--- src/rtl/wireless_cmd_engine.sv ---
// rtl/wireless_cmd_engine.sv - byte command/response engine: telemetry snapshot replies, config registers, paced tx FIFO
// Define WIRELESS_CHECKSUM_EN to append an XOR checksum byte to every reply.
module wireless_cmd_engine #(
  parameter int                   NUM_CH     = 4,
  parameter int                   CH_W       = 10,
  parameter int                   NUM_CFG    = 2,
  parameter logic [NUM_CFG*8-1:0] CFG_INIT   = {8'd200, 8'd26},
  parameter int                   FIFO_DEPTH = 8,
  parameter int                   TIMEOUT    = 50000
) (
  input  logic                     clk,
  input  logic                     rst,
  input  logic                     received,
  input  logic [7:0]               rx_byte,
  input  logic                     recv_error,
  input  logic                     is_transmitting,
  output logic                     transmit,
  output logic [7:0]               tx_byte,
  input  logic [NUM_CH*CH_W-1:0]   ch_data,
  output logic [NUM_CFG*8-1:0]     cfg,
  output logic [NUM_CFG-1:0]       cfg_wr,
  output logic                     overflow
);

  localparam int NB = (CH_W + 7) / 8;
`ifdef WIRELESS_CHECKSUM_EN
  localparam int CSUM = 1;
`else
  localparam int CSUM = 0;
`endif
  localparam int MAXLEN = NB + CSUM;
  localparam int LW     = $clog2(MAXLEN + 1);
  localparam int AW     = $clog2(FIFO_DEPTH);
  localparam int CW     = AW + 1;
  localparam int TW     = (TIMEOUT > 1) ? $clog2(TIMEOUT) : 1;

  typedef enum logic [0:0] {S_IDLE, S_WAIT} state_t;

  state_t        state;
  logic [3:0]    idx;
  logic [TW-1:0] timer;

  logic [3:0] rx_hi;
  logic [3:0] rx_lo;
  assign rx_hi = rx_byte[7:4];
  assign rx_lo = rx_byte[3:0];

  // Channel and config selected by the low nibble of the command byte
  logic [NB*8-1:0] ch_sel;
  logic [7:0]      cfg_rd;
  always_comb begin
    ch_sel = '0;
    cfg_rd = 8'h00;
    for (int c = 0; c < NUM_CH; c++)
      if (4'(c) == rx_lo) ch_sel[CH_W-1:0] = ch_data[c*CH_W +: CH_W];
    for (int k = 0; k < NUM_CFG; k++)
      if (4'(k) == rx_lo) cfg_rd = cfg[k*8 +: 8];
  end

  logic [7:0]    dec_bytes [MAXLEN];
  logic [LW-1:0] dec_len;
  logic          dec_wait;
`ifdef WIRELESS_CHECKSUM_EN
  logic [7:0]    csum;
`endif

  always_comb begin
    for (int i = 0; i < MAXLEN; i++) dec_bytes[i] = 8'h00;
    dec_len  = LW'(1);
    dec_wait = 1'b0;
    if (state == S_WAIT) begin
      dec_bytes[0] = recv_error ? 8'h00 : 8'h01;
    end else if (!recv_error) begin
      case (rx_hi)
        4'h0: dec_bytes[0] = (rx_lo == 4'h0) ? 8'hA5 : 8'h00;
        4'h1: if (int'(rx_lo) < NUM_CH) begin
          dec_len = LW'(NB);
          for (int i = 0; i < NB; i++) dec_bytes[i] = ch_sel[(NB-1-i)*8 +: 8];
        end
        4'h2: if (int'(rx_lo) < NUM_CFG) begin
          dec_bytes[0] = 8'h01;
          dec_wait     = 1'b1;
        end
        4'h3: if (int'(rx_lo) < NUM_CFG) dec_bytes[0] = cfg_rd;
        default: ;
      endcase
    end
`ifdef WIRELESS_CHECKSUM_EN
    // Unused slots are zero, so XOR over the whole buffer is the reply checksum
    csum = 8'h00;
    for (int i = 0; i < MAXLEN; i++) csum = csum ^ dec_bytes[i];
    dec_bytes[dec_len] = csum;
    dec_len = dec_len + LW'(1);
`endif
  end

  logic [7:0]    rep_bytes [MAXLEN];
  logic [LW-1:0] rep_len;
  logic          rep_valid;

  always_ff @(posedge clk) begin
    if (rst) begin
      state     <= S_IDLE;
      idx       <= '0;
      timer     <= '0;
      cfg       <= CFG_INIT;
      cfg_wr    <= '0;
      rep_valid <= 1'b0;
      rep_len   <= '0;
      for (int i = 0; i < MAXLEN; i++) rep_bytes[i] <= 8'h00;
    end else begin
      cfg_wr    <= '0;
      rep_valid <= received;
      if (received) begin
        rep_len <= dec_len;
        for (int i = 0; i < MAXLEN; i++) rep_bytes[i] <= dec_bytes[i];
      end
      case (state)
        S_IDLE: begin
          if (received && !recv_error && dec_wait) begin
            state <= S_WAIT;
            idx   <= rx_lo;
            timer <= '0;
          end
        end
        S_WAIT: begin
          if (received) begin
            state <= S_IDLE;
            if (!recv_error)
              for (int k = 0; k < NUM_CFG; k++)
                if (4'(k) == idx) begin
                  cfg[k*8 +: 8] <= rx_byte;
                  cfg_wr[k]     <= 1'b1;
                end
          end else if (timer == TW'(TIMEOUT - 1)) begin
            state <= S_IDLE;
          end else begin
            timer <= timer + TW'(1);
          end
        end
        default: state <= S_IDLE;
      endcase
    end
  end

  logic [7:0]    mem [FIFO_DEPTH];
  logic [AW-1:0] wr_ptr;
  logic [AW-1:0] rd_ptr;
  logic [CW-1:0] count;
  logic [CW-1:0] free_slots;
  logic          push_ok;
  logic          pop;

  // Space is judged before this cycle's pop so a reply is never split
  assign free_slots = CW'(FIFO_DEPTH) - count;
  assign push_ok    = rep_valid && (free_slots >= CW'(rep_len));
  assign pop        = (count != '0) && !is_transmitting && !transmit;

  always_ff @(posedge clk) begin
    if (rst) begin
      wr_ptr   <= '0;
      rd_ptr   <= '0;
      count    <= '0;
      transmit <= 1'b0;
      tx_byte  <= 8'h00;
      overflow <= 1'b0;
    end else begin
      transmit <= pop;
      if (pop) begin
        tx_byte <= mem[rd_ptr];
        rd_ptr  <= rd_ptr + AW'(1);
      end
      if (push_ok) begin
        for (int i = 0; i < MAXLEN; i++)
          if (i < int'(rep_len)) mem[wr_ptr + AW'(i)] <= rep_bytes[i];
        wr_ptr <= wr_ptr + AW'(rep_len);
      end
      if (rep_valid && !push_ok) overflow <= 1'b1;
      count <= count + (push_ok ? CW'(rep_len) : CW'(0)) - (pop ? CW'(1) : CW'(0));
    end
  end

endmodule

--- config.mk ---
export PLATFORM = sky130hd
export DESIGN_NAME = wireless_cmd_engine
export DESIGN_NICKNAME = d
export VERILOG_FILES = /design/src/rtl/wireless_cmd_engine.sv
export SDC_FILE = /design/constraint.sdc
export NUM_CORES = 1
export LEC_CHECK = 0
export CAP_MARGIN = 20
export CORE_MARGIN = 1
export CORE_UTILIZATION = 35
export CTS_CLUSTER_SIZE = 10
export DETAILED_ROUTE_END_ITERATION = 16
export MAX_ROUTING_LAYER = met4
export PLACE_DENSITY = 0.65
export SETUP_SLACK_MARGIN = 0.3
export SLEW_MARGIN = 20
export SYNTH_ARGS = -nofsm -noshare
export SYNTH_HDL_FRONTEND = slang
export SYNTH_SLANG_ARGS = --single-unit
--- constraint.sdc ---
create_clock -name clk -period 8.1 [get_ports clk]
set_clock_uncertainty 0.1 [all_clocks]
set_input_delay 2.43 -clock clk [delete_from_list [all_inputs] [get_ports clk]]
set_output_delay 2.43 -clock clk [all_outputs]
set_load 0.005 [all_outputs]
Word-level counts from Yosys, hierarchy flattened --
Memories as Yosys holds them, arrays and structs flattened. A register that Yosys moved wholly into a read port is not among the register bits. Index checks and enable logic that the tools add are counted.
Word-level totals: bits in writable memories 80, memories 2, output and inout bits 28, register bits 54
Operators by class: multiplexer cells 51, $add $sub $neg 7, eq/ne operators 11, bitwise operators 5, magnitude comparators 5, reduce and logical (&&, ||, !) cells 19
Memory list:
- mem | words 8, width 8, rd ports 1, clocked after memory_dff 1, write ports 2, line 146 | logic [7:0] mem [FIFO_DEPTH];
- rep_bytes | words 2, width 8, rd ports 2, clocked after memory_dff 0, write ports 2, line 97 | logic [7:0] rep_bytes [MAXLEN];
Operators with widths (number):
- $mux 8 | 9
- $mux 16 | 4
- $mux 10 | 5
- $pmux 16 s2 | 1
- $pmux 8 s4 | 1
- $mux 1 | 25
- $add 16x1->16 const B | 1
- $eq 16x16->1 const B | 1
- $logic_not 4->1 | 3
- $mux 2 | 5
- $eq 1x4->1 const A | 2
- $eq 2x4->1 const A | 2
- $eq 4x2->1 const B | 2
- $reduce_and 4->1 | 2
- $add 3x1->3 const B | 2
- $logic_and 1x1->1 | 6
- $ne 2x2->1 const B | 3
- $add 4x2->4 | 1
- $eq 4x1->1 const B | 1
- $ge 4x2->1 | 1
- $logic_not 1->1 | 4
- $lt 1x2->1 const A | 2
- $lt 4x2->1 const B | 1
- $lt 4x3->1 const B | 1
- 10 further kinds | 13

Longest topological paths before layout --
depth in word-level cells 10, depth in mapped cells 14, mapped depth without buffers 13

Least setup slack after synthesis --
No wires, ideal clock.
kind input to register, from input port is_transmitting, to register count[2], stages on the path 10, buffers on the path 1, required time 7.872 ns, setup time 0.128 ns, setup slack 3.820 ns, arrival time 4.053 ns, path through a211o_1 -> inv_1 -> clkbuf_1 -> ha_1 -> inv_1 -> ha_1 -> inv_1 -> fa_1 -> xor2_1 -> nor2_1
Between the ends: word-level cells in the longest chain between the ends 5
RTL lines:
- start, declared | line 16 | input logic is_transmitting,
- $logic_not 1->1 | line 157 | assign pop = (count != '0) && !is_transmitting && !transmit;
- $logic_and 1x1->1 (2 in a row) | line 157
- named net pop | line 152 | logic pop;
- $mux 1 | line 179 | count <= count + (push_ok ? CW'(rep_len) : CW'(0)) - (pop ? CW'(1) : CW'(0));
- $sub 4x1->4 | line 179
- end signal, assigned | line 179
- end, declared | line 149 | logic [CW-1:0] count;
The timed path passes the listed nets, and every way through them passes these cells. A chain may end at the register's enable or synchronous reset.

==> results.ini <==
[power_and_ir_drop]
p_int_w=0.001460
pwr-share-clk=0.360
peakVddDrop_uv=182.5
p_seq_frac=0.408
p_switching_w=0.0005867
power_density_mw_per_mm2=231.9
total_power_w=0.002047
power_frac_comb=0.232
leakage_nw=3.080
p_sw_frac=0.2866

[clock_network]
postCtsSetupBuffers=0
insertion_delay_ns=0.42
cts_root_buffer=clkbuf_16
htreeDepth=4
cts_tree=built
post_cts_resize_count=0
path_clk_slew_ns=0.06
clockBufferDepth=2
numClockSinks=142
cts_buffers=17
cts_hold_buf=0

[critical_path]
r2r_cells=13
r2r-start=count[0]
r2r_slack_ns=4.47
required_ns=8.06
timing.rr.end=count[2]
worstPathCellList=buf_2 > nor3b_2 > nand4_1 > a21oi_2 > a41o_1
critPathKind=input port to register
crit_path_start=rst
crit_fanout=56
setup.worst_path.start_class=input port
crit_end=mem[3][1]
slowest_stage=nor3b_2
end_kind=register
slowest_delay_ns=0.55
crit_arrival_ns=4.58

[grt]
grt_max_degree=57
first_global_vias=4995
grt_use_total=0.1640
grt_pass1_wl_mm=26.41
antenna_found_initial=0
grt_overflow=0

[sta]
grt_setup_unrepaired=false
worst_slew_pin_slew_ns=1.089
setup_ws_ns=3.482
hold_viol=0
finalMaxSlewViolations=0
min_period_ns=4.618
fmax_mhz=216.5
min_period_over_period=0.5702
slew_headroom=0.2705
tns_ns=0
setup_viol=0

[detailed_routing]
wirelength_met1_mm=7.315
firstDrtPassIters=6
vias_per_cell=5.171
drt-wirelength-per-cell_microns=16.88
routed.top_layer=met4
drc=0
met3_length_microns=939
vias=4897
drt-initial-drc-count=338
routed_wl_mm=15.98
drt.antenna.violating_nets=0
wl_met2_mm=7.387

[finish]
syn_to_final_growth_pct=22.05
diodes=0
layout.nets=732
drive_gt1_frac=0.2186

[floorplanning]
num_rows=52
die_w_microns=145.7
core_sq_mm=0.02023
start_util=0.3573
die_area_sq_mm=0.02124
dieHeight_microns=145.7
io_pins=81

[yosys]
yosys-top-cells-area=edfxtp_1 (33%), dfxtp_1 (17%), mux2_2 (12%), mux4_2 (5.0%), mux2i_1 (3.5%)
synth_ff_type=edfxtp_1
synthArstFlopShare=0
syn_area_sq_mm=0.007231
synth_edf_count=80
syn_area_per_cell_sq_um=12.23
yosys_warnings=0
synth_nets=659
yosys_register_bits=142
ys_types=60
netlist_instances=591
yosys.area.top_type=edfxtp_1
synth_top_area_share=0.3322
yosysSeqAreaShare=0.5039

[placement]
hpwl_mm=11.21
finalWeightedCongestion=0.8653
numPortBuffers=80
dp_slack_ns=2.850

[job]
max_cap_viol_count=0

[status]
run_status=finished, final reports clean

[worst_hold_path]
min_path_type=register to register

## critical path: cells and delay by family
kind | cells | cell delay, ns
compound gates | 2 | 1.00
buf+inv | 1 | 0.41
simple gates | 2 | 0.72
## cell type report
| cell class | instances | area, sq um |
|---|---|---|
| fill | 1813 | 11410 |
| sequential | 142 | 3643 |
| clock inverter | 8 | 55.05 |
| multi-input combinational | 392 | 3352 |
| inverter | 27 | 101.3 |
| clock buffer | 24 | 514.2 |
| tap | 270 | 337.8 |
| timing repair buffer | 84 | 820.8 |
## flip-flops by register name, indices dropped and copies added (netlist names)
name	flops
count	4
wr_ptr	3
cfg_wr	2
transmit	1
overflow	1
rd_ptr	3
idx	4
timer	16
state	1
tx_byte	8
rep_bytes	16
mem	64
rep_valid	1
rep_len	2
cfg	16
## metal layers
layer,vias to the layer above,global-route usage
met5,-,-
met3,28,0.04201
li1,2358,-
met4,0,0.06474
met2,174,0.2493
met1,2337,0.2087
## synth_stat cells (3+ instances only)
cell type and n:
edfxtp_1 80, mux2_2 76, dfxtp_1 62, nor2_1 55, inv_1 27, mux2i_1 25, nand2_1 25, a21oi_1 20
clkbuf_1 18, mux4_2 16, ha_1 13, nor2b_1 13, a211oi_1 12, xnor2_1 11, nand3_1 10, a22oi_1 9
nand2b_1 9, a211o_1 7, buf_2 7, a41o_1 6, nand4_1 6, nor3_1 6, a211oi_4 5, and3_1 5
nor4b_1 5, a21oi_2 4, nand3b_1 4, nor4_1 4, a31o_2 3, o21ai_0 3, or2_2 3, xor2_1 3
## worst min path at each step
stage	start	end	slack, ns	cells after the start
2_1_floorplan	idx[2]	idx[2]	0.30	2
3_3_place_gp	idx[2]	idx[2]	0.31	2
3_5_place_dp	idx[2]	idx[2]	0.32	2
4_1_cts	idx[2]	idx[2]	0.33	2
5_1_grt	idx[1]	idx[1]	0.37	2
6_report	idx[2]	idx[2]	0.33	2
## cell usage in the layout, fill, tap and decap left out, types with 4 or more instances in the layout
cell / instances
clkbuf_16: 19
buf_4: 4
a211oi_4: 5
nand3_1: 10
a21oi_2: 4
nor2b_1: 13
edfxtp_1: 80
a41o_1: 6
a211o_1: 7
nand2b_1: 9
nand3b_1: 4
mux2i_1: 25
nand2_1: 25
ha_1: 13
nand4_1: 6
and3_1: 5
clkdlybuf4s50_1: 78
nor4b_1: 5
inv_1: 27
a21oi_1: 20
nor2_1: 55
a22oi_1: 9
nor3_1: 6
xnor2_1: 11
mux4_2: 16
a211oi_1: 12
dfxtp_1: 62
mux2_2: 76
## power groups by stage
stage	registers (W)	logic, W	clock network, W
final	0.000835	0.000475	0.000737
after detailed placement	0.000851	0.000476	0
after global routing	0.000841	0.000523	0.000779
after global placement	0.000849	0.000464	0
after floorplan	0.000835	0.000375	0
after CTS	0.000836	0.000479	0.000749
## kinds of logic (layout without fill, tap and decap cells)
family,Yosys count,in the layout,share of synthesized area
fa+ha+maj,15,15,0.02803
flops,142,142,0.5039
simple gates,163,163,0.1210
compound gates,80,80,0.08860
mux,119,119,0.2059
xor+xnor,15,15,0.01921
buf+inv,57,143,0.03340
## through the flow
| step | hold slack [ns] | cells | cell area [sq um] | utilization |
|---|---|---|---|---|
| 2_1_floorplan | 0.3040 | 591 | 7231 | - |
| 6_report | 0.3324 | 947 | 8825 | 0.4361 |
| 5_1_grt | 0.3689 | 947 | 8825 | 0.4361 |
| 3_5_place_dp | 0.3200 | 915 | 8260 | 0.4082 |
| 3_3_place_gp | 0.3122 | 915 | 8260 | 0.4082 |
| 4_1_cts | 0.3288 | 947 | 8830 | 0.4364 |
Note: power is estimated with default switching activity, not from simulation.
